$ cat config.mk
export PLATFORM = sky130hd
export DESIGN_NAME = axi_csr_arb
export DESIGN_NICKNAME = d
export VERILOG_FILES = /design/src/rtl/axi_csr_arb.sv
export SDC_FILE = /design/constraint.sdc
export NUM_CORES = 1
export LEC_CHECK = 0
export ABC_CLOCK_PERIOD_IN_PS = 9500
export CORE_MARGIN = 1
export CORE_UTILIZATION = 43
export CTS_CLUSTER_SIZE = 25
export DETAILED_ROUTE_END_ITERATION = 10
export PLACE_DENSITY = 0.88
export SLEW_MARGIN = 25
export SYNTH_ARGS = -nofsm -noshare
export SYNTH_HDL_FRONTEND = slang
export SYNTH_SLANG_ARGS = --single-unit
$ cat constraint.sdc
create_clock -name clk_axi -period 9.5 [get_ports clk_axi]
set_input_delay 2.375 -clock clk_axi [delete_from_list [all_inputs] [get_ports clk_axi]]
set_output_delay 2.375 -clock clk_axi [all_outputs]
set_load 0.02 [all_outputs]
$ cat src/rtl/axi_csr_arb.sv
// Shares one CSR port between the AXI read and write front ends, one transaction at a time,
// round-robin on ties; write error captured at issue, read data/error RD_LATENCY cycles later.
module axi_csr_arb #(
  parameter int ADDR_W     = 16,
  parameter int DATA_W     = 32,
  parameter int RD_LATENCY = 1
) (
  input  logic              clk_axi,
  input  logic              arst_axi,
  input  logic              rd_req_valid_i,
  output logic              rd_req_ready_o,
  input  logic [ADDR_W-1:0] rd_addr_i,
  output logic              rd_resp_valid_o,
  input  logic              rd_resp_ready_i,
  output logic [DATA_W-1:0] rd_resp_data_o,
  output logic              rd_resp_err_o,
  input  logic              wr_req_valid_i,
  output logic              wr_req_ready_o,
  input  logic [ADDR_W-1:0] wr_addr_i,
  input  logic [DATA_W-1:0] wr_data_i,
  output logic              wr_resp_valid_o,
  input  logic              wr_resp_ready_i,
  output logic              wr_resp_err_o,
  output logic              csr_valid_o,
  output logic              csr_rd_or_wr_o,
  output logic [ADDR_W-1:0] csr_addr_o,
  output logic [DATA_W-1:0] csr_data_o,
  input  logic              csr_ready_i,
  input  logic              csr_error_i,
  input  logic [DATA_W-1:0] csr_data_i
);

  typedef enum logic [2:0] {IDLE, ISSUE, RD_WAIT, RD_RESP, WR_RESP} state_t;

  localparam logic [2:0] LAT_INIT = 3'(RD_LATENCY - 1);

  state_t            state_q;
  logic              rr_last_wr_q;
  logic              is_wr_q;
  logic [ADDR_W-1:0] addr_q;
  logic [DATA_W-1:0] wdata_q;
  logic [DATA_W-1:0] rdata_q;
  logic              rerr_q;
  logic              werr_q;
  logic [2:0]        lat_cnt_q;

  logic grant_rd_d;
  logic grant_wr_d;

  // On a tie the side that did not win last time is granted.
  assign grant_rd_d = (state_q == IDLE) && !arst_axi && rd_req_valid_i && (!wr_req_valid_i || rr_last_wr_q);
  assign grant_wr_d = (state_q == IDLE) && !arst_axi && wr_req_valid_i && (!rd_req_valid_i || !rr_last_wr_q);

  assign rd_req_ready_o  = grant_rd_d;
  assign wr_req_ready_o  = grant_wr_d;
  assign csr_valid_o     = (state_q == ISSUE);
  assign csr_rd_or_wr_o  = is_wr_q;
  assign csr_addr_o      = addr_q;
  assign csr_data_o      = wdata_q;
  assign rd_resp_valid_o = (state_q == RD_RESP);
  assign rd_resp_data_o  = rdata_q;
  assign rd_resp_err_o   = rerr_q;
  assign wr_resp_valid_o = (state_q == WR_RESP);
  assign wr_resp_err_o   = werr_q;

  always_ff @(posedge clk_axi or posedge arst_axi) begin
    if (arst_axi) begin
      state_q      <= IDLE;
      rr_last_wr_q <= 1'b1;
      is_wr_q      <= 1'b0;
      addr_q       <= '0;
      wdata_q      <= '0;
      rdata_q      <= '0;
      rerr_q       <= 1'b0;
      werr_q       <= 1'b0;
      lat_cnt_q    <= '0;
    end else begin
      case (state_q)
        IDLE: begin
          if (grant_rd_d || grant_wr_d) begin
            is_wr_q      <= grant_wr_d;
            addr_q       <= grant_wr_d ? wr_addr_i : rd_addr_i;
            wdata_q      <= grant_wr_d ? wr_data_i : '0;
            rr_last_wr_q <= grant_wr_d;
            state_q      <= ISSUE;
          end
        end
        ISSUE: begin
          if (csr_ready_i) begin
            if (is_wr_q) begin
              werr_q  <= csr_error_i;
              state_q <= WR_RESP;
            end else begin
              lat_cnt_q <= LAT_INIT;
              state_q   <= RD_WAIT;
            end
          end
        end
        RD_WAIT: begin
          if (lat_cnt_q == 3'd0) begin
            rdata_q <= csr_data_i;
            rerr_q  <= csr_error_i;
            state_q <= RD_RESP;
          end else begin
            lat_cnt_q <= lat_cnt_q - 3'd1;
          end
        end
        RD_RESP: if (rd_resp_ready_i) state_q <= IDLE;
        WR_RESP: if (wr_resp_ready_i) state_q <= IDLE;
        default: state_q <= IDLE;
      endcase
    end
  end

endmodule

== Word-level counts from Yosys, hierarchy flattened ==
Cells that the tools add are included.
Storage, ports and cells
  flip-flop bits (word level): 90
  word-level logic and storage cells: 54
  input port bits: 104
Cells by class
  equal/unequal tests: 11
  add/subtract/negate cells: 1
  muxes and demuxes: 13
  reduce and logical (&&, ||, !) cells: 20
Operators by type and width (number)
  $mux W32: 1
  $mux W3: 9
  $mux W16: 1
  $pmux W3 S5: 1
  $ne A2 B1 Y1 const B: 4
  $eq A3 B2 Y1 const B: 2
  $logic_not A3 Y1: 2
  $ne A2 B2 Y1 const B: 3
  $pmux W3 S2: 1
  $logic_and A1 B1 Y1: 5
  $reduce_and A5 Y1: 1
  $logic_not A1 Y1: 4
  $reduce_and A2 Y1: 2
  $reduce_and A4 Y1: 1
  $eq A3 B1 Y1 const B: 1
  $eq A3 B3 Y1 const B: 1
  $logic_or A1 B1 Y1: 3
  $reduce_and A3 Y1: 1
  $sub A3 B1 Y3 const B: 1
  $reduce_bool A2 Y1: 1

== Depth between registers and ports, before layout ==
Gate-level depths: netlist of the first run.
  depth in word-level cells: 7
  mapped depth: 7

== Worst setup path after synthesis of the first run ==
No wires, ideal clock.
  path kind: in2out
  from: in wr_req_valid_i
  to: out wr_req_ready_o
  setup slack: 3.968 ns
  path buffers: 2
  data arrival time: 3.157 ns
  data required time: 7.125 ns
  stages on the path: 4
  cell sequence: a21boi_2 and2_1 buf_2 buf_4
Between the ends
  word-level cells in the longest chain between the ends: 2
RTL lines
  start, declared: line 17  | input logic wr_req_valid_i,
  $logic_and A1 B1 Y1 (2 in series): line 52  | assign grant_wr_d = (state_q == IDLE) && !arst_axi && wr_req_valid_i && (!rd_req_valid_i || !rr_last_wr_q);
  end, declared: line 18  | output logic wr_req_ready_o,
No other way between the ends.

== Final worst setup path of the first run ==
Ends and elaborated chain as after synthesis.

==> qor.yml, run 1 <==
setup_path:
  r2r_slack_ns: 7.22
  timing.rr.end: "rd_resp_data_o[30]"
  path_class: "in2out"
  crit_fanout: 17
  cp-start-kind: "input pin"
  setup.worst_path.end_class: "output port"
  required_ns: 7.13
  r2r_start: "lat_cnt_q[0]"
  rr_worst_depth: 5
  cp.arrival_ns: 4.60
synthesis:
  synthCells: 249
  yosysMostFrequentCell: "dfrtp_1"
  synth_top_area_share_pct: 58.1
  synth_edf_count: 0
  syn_avg_cell_area_um2: 15.4
  synthDominantAreaCellType: "dfrtp_1"
  synth_cell_types: 36
  synthArstFlopShare_pct: 100
  synth_area_leaders: "dfrtp_1 58%, mux2_4 12%, mux2_2 11%, a22o_1 7.5%, buf_12 1.6%"
  ys.flop_type: "dfrtp_1"
  yosysSeqAreaShare_pct: 58.8
  synth_area_mm2: 0.00383
  synth.net_count: 355
  synthTopCellsByCount: "89 x dfrtp_1, 36 x mux2_2, 33 x a22o_1"
  yosys_warnings: 0
  ys_ff_latch: 90
timing:
  rsz0062_at_grt: "false"
  worstMarginPinSlew_ns: 1.01
  max-slew-margin-rel_pct: 32.4
  setup_violations: 0
  min_period_over_period_pct: 73.5
  finClkSkew_ns: 0.0114
  period_minus_slack_ns: 6.98
  max_freq_mhz: 143
  hold_viol: 0
  drv_slew: 0
  fin_tns_setup_ns: 0
  setup_slack_ns: 2.52
final_layout:
  diodes: 0
  final_cells: 551
  drive_gt1_share_pct: 21.0
  synthToLayoutAreaGrowth_pct: 57.5
  nets: 544
  postLayoutCoreUtil_pct: 69.6
floorplanning:
  die-area_mm2: 0.00930
  die_x_um: 96.4
  core_mm2: 0.00868
  initial_core_util_pct: 44.2
  rows: 34
  dieHeight_um: 96.4
  ioPinCount: 192
clocking:
  clk_latency_ns: 0.34
  path_clk_slew_ns: 0.08
  cts.path.max_buffers: 2
  cts_tree: "yes"
  cts_resized: 0
  ctsHoldBuffers: 0
  cts_max_level: 3
  post_cts_buffers: 0
  root_buffer: "clkbuf_8"
  cts-buffers-inserted: 9
  cts.sinks: 90
placed_design:
  gp_congestion: 0.752
  place_ws_ns: 2.53
  port_buffers: 191
  dp_cells: 535
  dp_hpwl_mm: 6.59
job:
  maxCapViolCount: 0
grt:
  grtUsageTotal_pct: 19.2
  grt_max_degree: 91
  first_global_vias: 2722
  grt_overflow: 0
  grt_pass1_wl_mm: 13.3
  antenna_found_initial: 0
hold_path:
  min_path_cells: 1
  worstHoldPathType: "reg2reg"
  holdPathEnd: "csr_addr_o[5]"
  worstHoldStart: "csr_addr_o[5]"
routing:
  drcViolationCount: 0
  wl_met1_mm: 3.86
  highest_layer: "met4"
  dr.pass1.iters: 4
  drtIter0Drc: 47
  wirelength_mm: 9.08
  wl_met2_mm: 4.39
  post_drt_wl_per_cell_um: 16.5
  vias_per_cell: 4.99
  detail-route-antenna-nets: 0
  num_vias: 2750
  wl_met3_um: 734
power:
  p_per_area_mw_per_mm2: 342
  irDropWorstVdd_uv: 192
  leakagePower_nw: 2.58
  power_mw: 2.07
outcome:
  status: "complete, no violations"
[worst max-delay path, cell delays in order]
cell	delay (ns)
clkdlybuf4s50_1	0.54
a21boi_2	0.80
and2_1	0.27
clkdlybuf4s50_1	0.61
[placed cells by master, fill, tap and decap left out, drive strengths merged, types with 2 or more instances in the layout]
master,count
clkdlybuf4s50,191
dfrtp,89
mux2,66
a22o,33
clkbuf,11
nor2,6
inv,5
nor3b,4
bufinv,4
nand2,3
o21ai,3
buf,3
nor3,2
o22ai,2
clkinv,2
ha,2
[kinds of logic (layout without fill, tap and decap cells)]
family	after synthesis	after routing	synth area share, %
adder cells (fa/ha/maj)	2	2	0.652
multiplexers	66	66	22.3
AND/OR/NAND/NOR	23	23	3.85
flip-flops	90	90	58.8
XOR/XNOR	1	1	0.228
buffers and inverters	22	216	4.37
AO/OA/AOI/OAI	45	45	9.82
[registers in the layout, summed over array words and instances (netlist names)]
name / cells
csr_data_o: 32
rd_resp_data_o: 32
csr_addr_o: 16
lat_cnt_q: 3
state_q: 3
csr_rd_or_wr_o: 1
rd_resp_err_o: 1
rr_last_wr_q: 1
wr_resp_err_o: 1
[how the worst max path moves through the flow]
| stage | from | endpoint | slack, ns | cells after the start |
|---|---|---|---|---|
| final | wr_req_valid_i | wr_req_ready_o | 2.52 | 4 |
| after detailed placement | wr_req_valid_i | wr_req_ready_o | 2.53 | 4 |
| after CTS | wr_req_valid_i | wr_req_ready_o | 2.52 | 4 |
| after floorplan | wr_req_valid_i | wr_req_ready_o | 3.97 | 4 |
| after global routing | wr_req_valid_i | wr_req_ready_o | 2.44 | 4 |
| after global placement | wr_req_valid_i | wr_req_ready_o | 2.57 | 4 |
[through the flow]
stage                     hold WS (ns)  instance area (um2)
final                            0.508                 6040
after detailed placement         0.490                 5770
after global routing             0.517                 6040
after CTS                        0.511                 6040
after floorplan                  0.476                 3830
after global placement           0.487                 5770
[area by class of cell]
type / instances / area [um2]
Clock buffer: 11 / 141
Clock inverter: 5 / 125
Fill cell: 621 / 2640
Inverter: 6 / 23.8
Multi-Input combinational cell: 137 / 1420
Sequential cell: 90 / 2250
Tap cell: 108 / 135
Timing Repair Buffer: 194 / 1940
[report_power, final]
group          leakage, nW  switching, mW  total, mW  internal, mW
logic                 1.33          0.460       1.04         0.583
registers             1.11          0.119      0.691         0.572
clock network        0.134          0.125      0.334         0.208
[routing by layer]
layer | track usage [%] | vias to the layer above
li1 | - | 1283
met1 | 24.4 | 1334
met3 | 4.77 | 9
met5 | 0 | -
met4 | 6.74 | 0
met2 | 31.9 | 124
(Power assumes the default switching activity.)
==> run 2, diff against run 1 <==
Settings changed: ABC_CLOCK_PERIOD_IN_PS 9500 to 5950, CORE_UTILIZATION 43 to 36, PLACE_DENSITY 0.88 to 0.79.
Clock period 9.5 ns to 5.95 ns, I/O delays scaled along.
==> qor.yml, run 2 (synthesized netlist as in run 1, its figures left out) <==
outcome:
  status: "complete, no violations"
grt:
  grt_pass1_wl_mm: 15.1  # +13%
  first_global_vias: 3016  # +11%
  grt_overflow: 0  # unchanged
  grtUsageTotal_pct: 17.5  # -1.7 points
  grt_max_degree: 51  # -44%
  antenna_found_initial: 0  # unchanged
power:
  power.switching_mw: 1.13  # +60%
  p_per_area_mw_per_mm2: 533  # +56%
  clockPowerShare_pct: 14.3  # -1.8 points
  irDropWorstVdd_uv: 242  # +26%
  p_comb_share_pct: 51.6  # +1.1 points
  leakagePower_nw: 2.56  # -0.72%
  netSwitchingFraction_pct: 35.0  # +0.96 points
  power_frac_seq_pct: 34.1  # +0.7 points
  intPower_mw: 2.09  # +54%
setup_path:
  timing.rr.end: "rd_resp_data_o[30]"
  path_cells: "clkdlybuf4s50_1 > a21boi_2 > buf_4 > and2_1 > clkdlybuf4s50_1"
  crit_slowest_cell: "clkdlybuf4s50_1"
  worst_path_most_repeated_cell: "clkdlybuf4s50_1"
  rr_worst_depth: 5  # unchanged
  r2r_start: "lat_cnt_q[0]"
  cp.arrival_ns: 3.29  # -1.31 ns
  crit_fanout: 17  # unchanged
  path_class: "in2out"
  max_stage_delay_ns: 0.62  # -0.18 ns
  required_ns: 4.46  # -2.67 ns
  crit_buf_inv: 3  # +1
  r2r_slack_ns: 3.95  # -3.27 ns
  cp-start-kind: "input pin"
  setup.worst_path.end_class: "output port"
  cp_top_family: "buffers and inverters"
clocking:
  cts_tree: "yes"
  root_buffer: "clkbuf_8"
  cts.sinks: 90  # unchanged
  path_clk_slew_ns: 0.08  # about the same
  cts.path.max_buffers: 2  # unchanged
  ctsHoldBuffers: 0  # unchanged
  cts_max_level: 3  # unchanged
  post_cts_buffers: 0  # unchanged
  cts_resized: 0  # unchanged
  clk_latency_ns: 0.35  # about the same
  cts-buffers-inserted: 9  # unchanged
final_layout:
  multi_input_area_mm2: 0.00143  # +0.26%
  diodes: 0  # unchanged
  design_area_mm2: 0.00604  # about the same
  fillers: 823  # +33%
  drive_gt1_share_pct: 21.4  # +0.40 points
  seq_area_mm2: 0.00225  # unchanged
  nets: 545  # +0.18%
  synthToLayoutAreaGrowth_pct: 57.6  # about the same
  layout_commonest_cell: "clkdlybuf4s50_1"
  final_cell_mix: "191 x clkdlybuf4s50_1, 89 x dfrtp_1, 36 x mux2_2, 33 x a22o_1, 30 x mux2_4"
floorplanning:
  die_x_um: 105  # +9.1%
  initial_core_util_pct: 37.1  # -7.0 points
  dieHeight_um: 105  # +9.1%
  ioPinCount: 192  # unchanged
  core_mm2: 0.0103  # +19%
  die-area_mm2: 0.0111  # +19%
  rows: 37  # +8.8%
placed_design:
  gp_congestion: 0.749  # -0.33%
  dpl_cell_area_mm2: 0.00581  # +0.67%
  port_buffers: 191  # unchanged
  dp_hpwl_mm: 6.72  # +2.0%
timing:
  min_period_over_period_pct: 80.3
  max_freq_mhz: 209
  worstMarginPinSlew_ns: 0.766  # -0.242 ns
  setup_violations: 0  # unchanged
  rsz0062_at_grt: "false"
  fin_tns_setup_ns: 0  # unchanged
  finClkSkew_ns: 0.0154  # +0.00399 ns
  drv_slew: 0  # unchanged
  max-slew-margin-rel_pct: 48.9  # +16 points
  period_minus_slack_ns: 4.78
  hold_viol: 0  # unchanged
hold_path:
  worstHoldPathType: "reg2reg"
  worstHoldStart: "csr_addr_o[7]"
  min_path_cells: 1  # unchanged
  holdPathEnd: "csr_addr_o[7]"
routing:
  dr.pass1.iters: 4  # unchanged
  vias_per_cell: 4.80  # -3.8%
  wirelength_mm: 9.32  # +2.6%
  detail-route-antenna-nets: 0  # unchanged
  post_drt_wl_per_cell_um: 16.1  # -2.5%
  drtIter0Drc: 110  # +130%
  num_vias: 2785  # +1.3%
  drcViolationCount: 0  # unchanged
job:
  maxCapViolCount: 0  # unchanged
==> run 2: changes by cell type in the layout (fill, tap and decap cells not counted) <==
cell        previous run  this run
buf_6                  1         0
clkinvlp_4             0         1
clkinv_4               0         2
buf_4                  2         4
and3_4                 0         1
clkbuf_1               1         0
and3_2                 1         0
bufinv_16              4         2
==> run 2: final cells by class <==
class	instances	share of cell area [%]
Sequential cell	90	37.3
Timing Repair Buffer	195	32.1
Multi-Input combinational cell	137	23.6
Tap cell	136	2.82
Clock buffer	10	2.28
Clock inverter	6	1.49
Inverter	6	0.393
==> run 2: how the worst max path moves through the flow <==
stage / start / endpoint / slack [ns] / depth (start not counted)
after floorplan: arst_axi / csr_addr_o[0] / 2.13 / 1
after global placement: wr_req_valid_i / wr_req_ready_o / 1.18 / 5
after detailed placement: wr_req_valid_i / wr_req_ready_o / 1.15 / 5
after CTS: wr_req_valid_i / wr_req_ready_o / 1.15 / 5
after global routing: wr_req_valid_i / wr_req_ready_o / 1.09 / 5
final: wr_req_valid_i / wr_req_ready_o / 1.17 / 5
==> run 2: layer usage <==
| layer | global-route usage (%) | up-vias | wire [um] |
|---|---|---|---|
| met3 | 3.83 | 20 | 440 |
| met4 | 7.95 | 0 | 233 |
| li1 | - | 1280 | - |
| met5 | 0 | - | 0 |
| met1 | 21.5 | 1374 | 4020 |
| met2 | 29.3 | 111 | 4630 |
==> run 2: stage by stage <==
step	hold slack (ns)	power, mW	setup slack (ns)	utilization [%]	instances
global route	0.519	3.40	1.09	58.5	580
global placement	0.487	2.75	1.18	56.3	564
CTS	0.512	3.26	1.15	58.5	580
finish	0.510	3.22	1.17	58.5	580
floorplan	0.476	2.04	2.13	-	249
detailed placement	0.492	2.79	1.15	56.3	564
==> run 2: power groups by stage <==
stage / combinational (mW) / clock [mW] / sequential, mW
finish: 1.66 / 0.462 / 1.10
global route: 1.76 / 0.503 / 1.14
CTS: 1.68 / 0.480 / 1.10
detailed placement: 1.68 / 0 / 1.11
global placement: 1.65 / 0 / 1.09
floorplan: 0.613 / 0 / 1.42
==> run 2: worst register-to-register path: stages, from the launching register on <==
cell and delay [ns]:
dfrtp_1 0.41, inv_1 0.07, ha_1 0.14, ha_1 0.22, and3_4 0.61, mux2_2 0.44
==> RTL change: new RTL, config.mk and constraints of run 1 <==
Re-encode `state_t` (5 states) as one-hot, 5 bits wide.
--- a/src/rtl/axi_csr_arb.sv
+++ b/src/rtl/axi_csr_arb.sv
@@ -32,3 +32,3 @@
 
-  typedef enum logic [2:0] {IDLE, ISSUE, RD_WAIT, RD_RESP, WR_RESP} state_t;
+  typedef enum logic [4:0] {IDLE = 5'b00001, ISSUE = 5'b00010, RD_WAIT = 5'b00100, RD_RESP = 5'b01000, WR_RESP = 5'b10000} state_t;
 
Function: same outputs for any inputs over 4 cycles, from zero or initial values and one cycle with arst_axi high; so few cycles prove little.
==> RTL change against run 1 <==
- routed wire length rose by 0.87%
- global-route usage increased by 1.4 points
- power shrank 32%
- maximum frequency up 7.6%
- area after synthesis fell by 5.0%
- count of clock-buffer cells in the layout down 1
- sequential cell count grew 2
- final area down 3.4%
- setup slack better by 0.49 ns
- critical path type unchanged
- critical endpoint unchanged
==> RTL change: results (changes against run 1) <==
[run_status]
outcome=complete, no violations

[sta]
fin_skew_ns=0.0181  ; +0.00664 ns
timing.hold.ws_ns=0.475  ; -0.0328 ns
tightest_slew_ns=0.843  ; -0.166 ns

[setup_path]
critPathMaxStageDelay_ns=0.68  ; -0.12 ns
regToRegEndpoint=csr_addr_o[7]
path_max_fanout=3  ; -14

[power_and_ir_drop]
ir_worst_vdd_mv=0.116  ; -40%
p_leak_uw=0.00247  ; -4.0%

[detailed_routing]
drtIter0Drc=71  ; +51%
wl_mm=9.16  ; +0.87%
wl_met1_mm=3.64  ; -5.6%
wl_met2_mm=4.47  ; +1.8%

[global_routing]
grt_pass1_vias=2868  ; +5.4%
grt_usage_pct=20.5  ; +1.4 points
grtUsageMet2_pct=34.9  ; +3.0 points
use_met3_pct=8.17  ; +3.4 points
grt_max_degree=93  ; +2.2%

[placed_design]
place_area_um2=5650  ; -2.2%
dp.cells=549  ; +2.6%
pre_cts_slack_ns=3.03  ; +0.504 ns

[logic_synthesis]
synthAdderAreaFrac_pct=0.687  ; +0.035 points
yosysUniqueCellTypes=32  ; -11%
synthXorXnorAreaFrac_pct=0  ; -0.23 points
synth_area_leaders=dfrtp_1, mux2_2, a22o_1

[worst_hold_path]
hold_start=lat_cnt_q[0]

[finish]
fin_cells=564  ; +2.4%

-- RTL change: cell count changes after synthesis, sizes merged, moves of 3 or more --
cell / run 1 / this run
mux2: 66 / 34
mux2i: 0 / 17
a21oi: 1 / 16
nor2: 6 / 19
nand2: 3 / 6
nor3b: 4 / 1
-- RTL change: cell type report --
type / instances / share of cell area [%]
inverter: 8 / 0.536
timing repair buffer: 195 / 33.3
sequential: 92 / 39.5
clock inverter: 5 / 1.05
tap: 105 / 2.25
clock buffer: 10 / 2.19
multi-input combinational: 149 / 21.1
-- RTL change: worst min-delay path by stage --
stage / endpoint / depth (start not counted)
floorplan: lat_cnt_q[0] / 1
CTS: lat_cnt_q[0] / 1
global placement: lat_cnt_q[0] / 1
finish: lat_cnt_q[0] / 1
global route: lat_cnt_q[0] / 1
detailed placement: lat_cnt_q[0] / 1
-- RTL change: report_power, final --
part           total (uW)  switching [uW]  internal, uW
Combinational         596             295           301
Clock                 253             132           121
Sequential            565            62.2           503
Total                1410             489           925
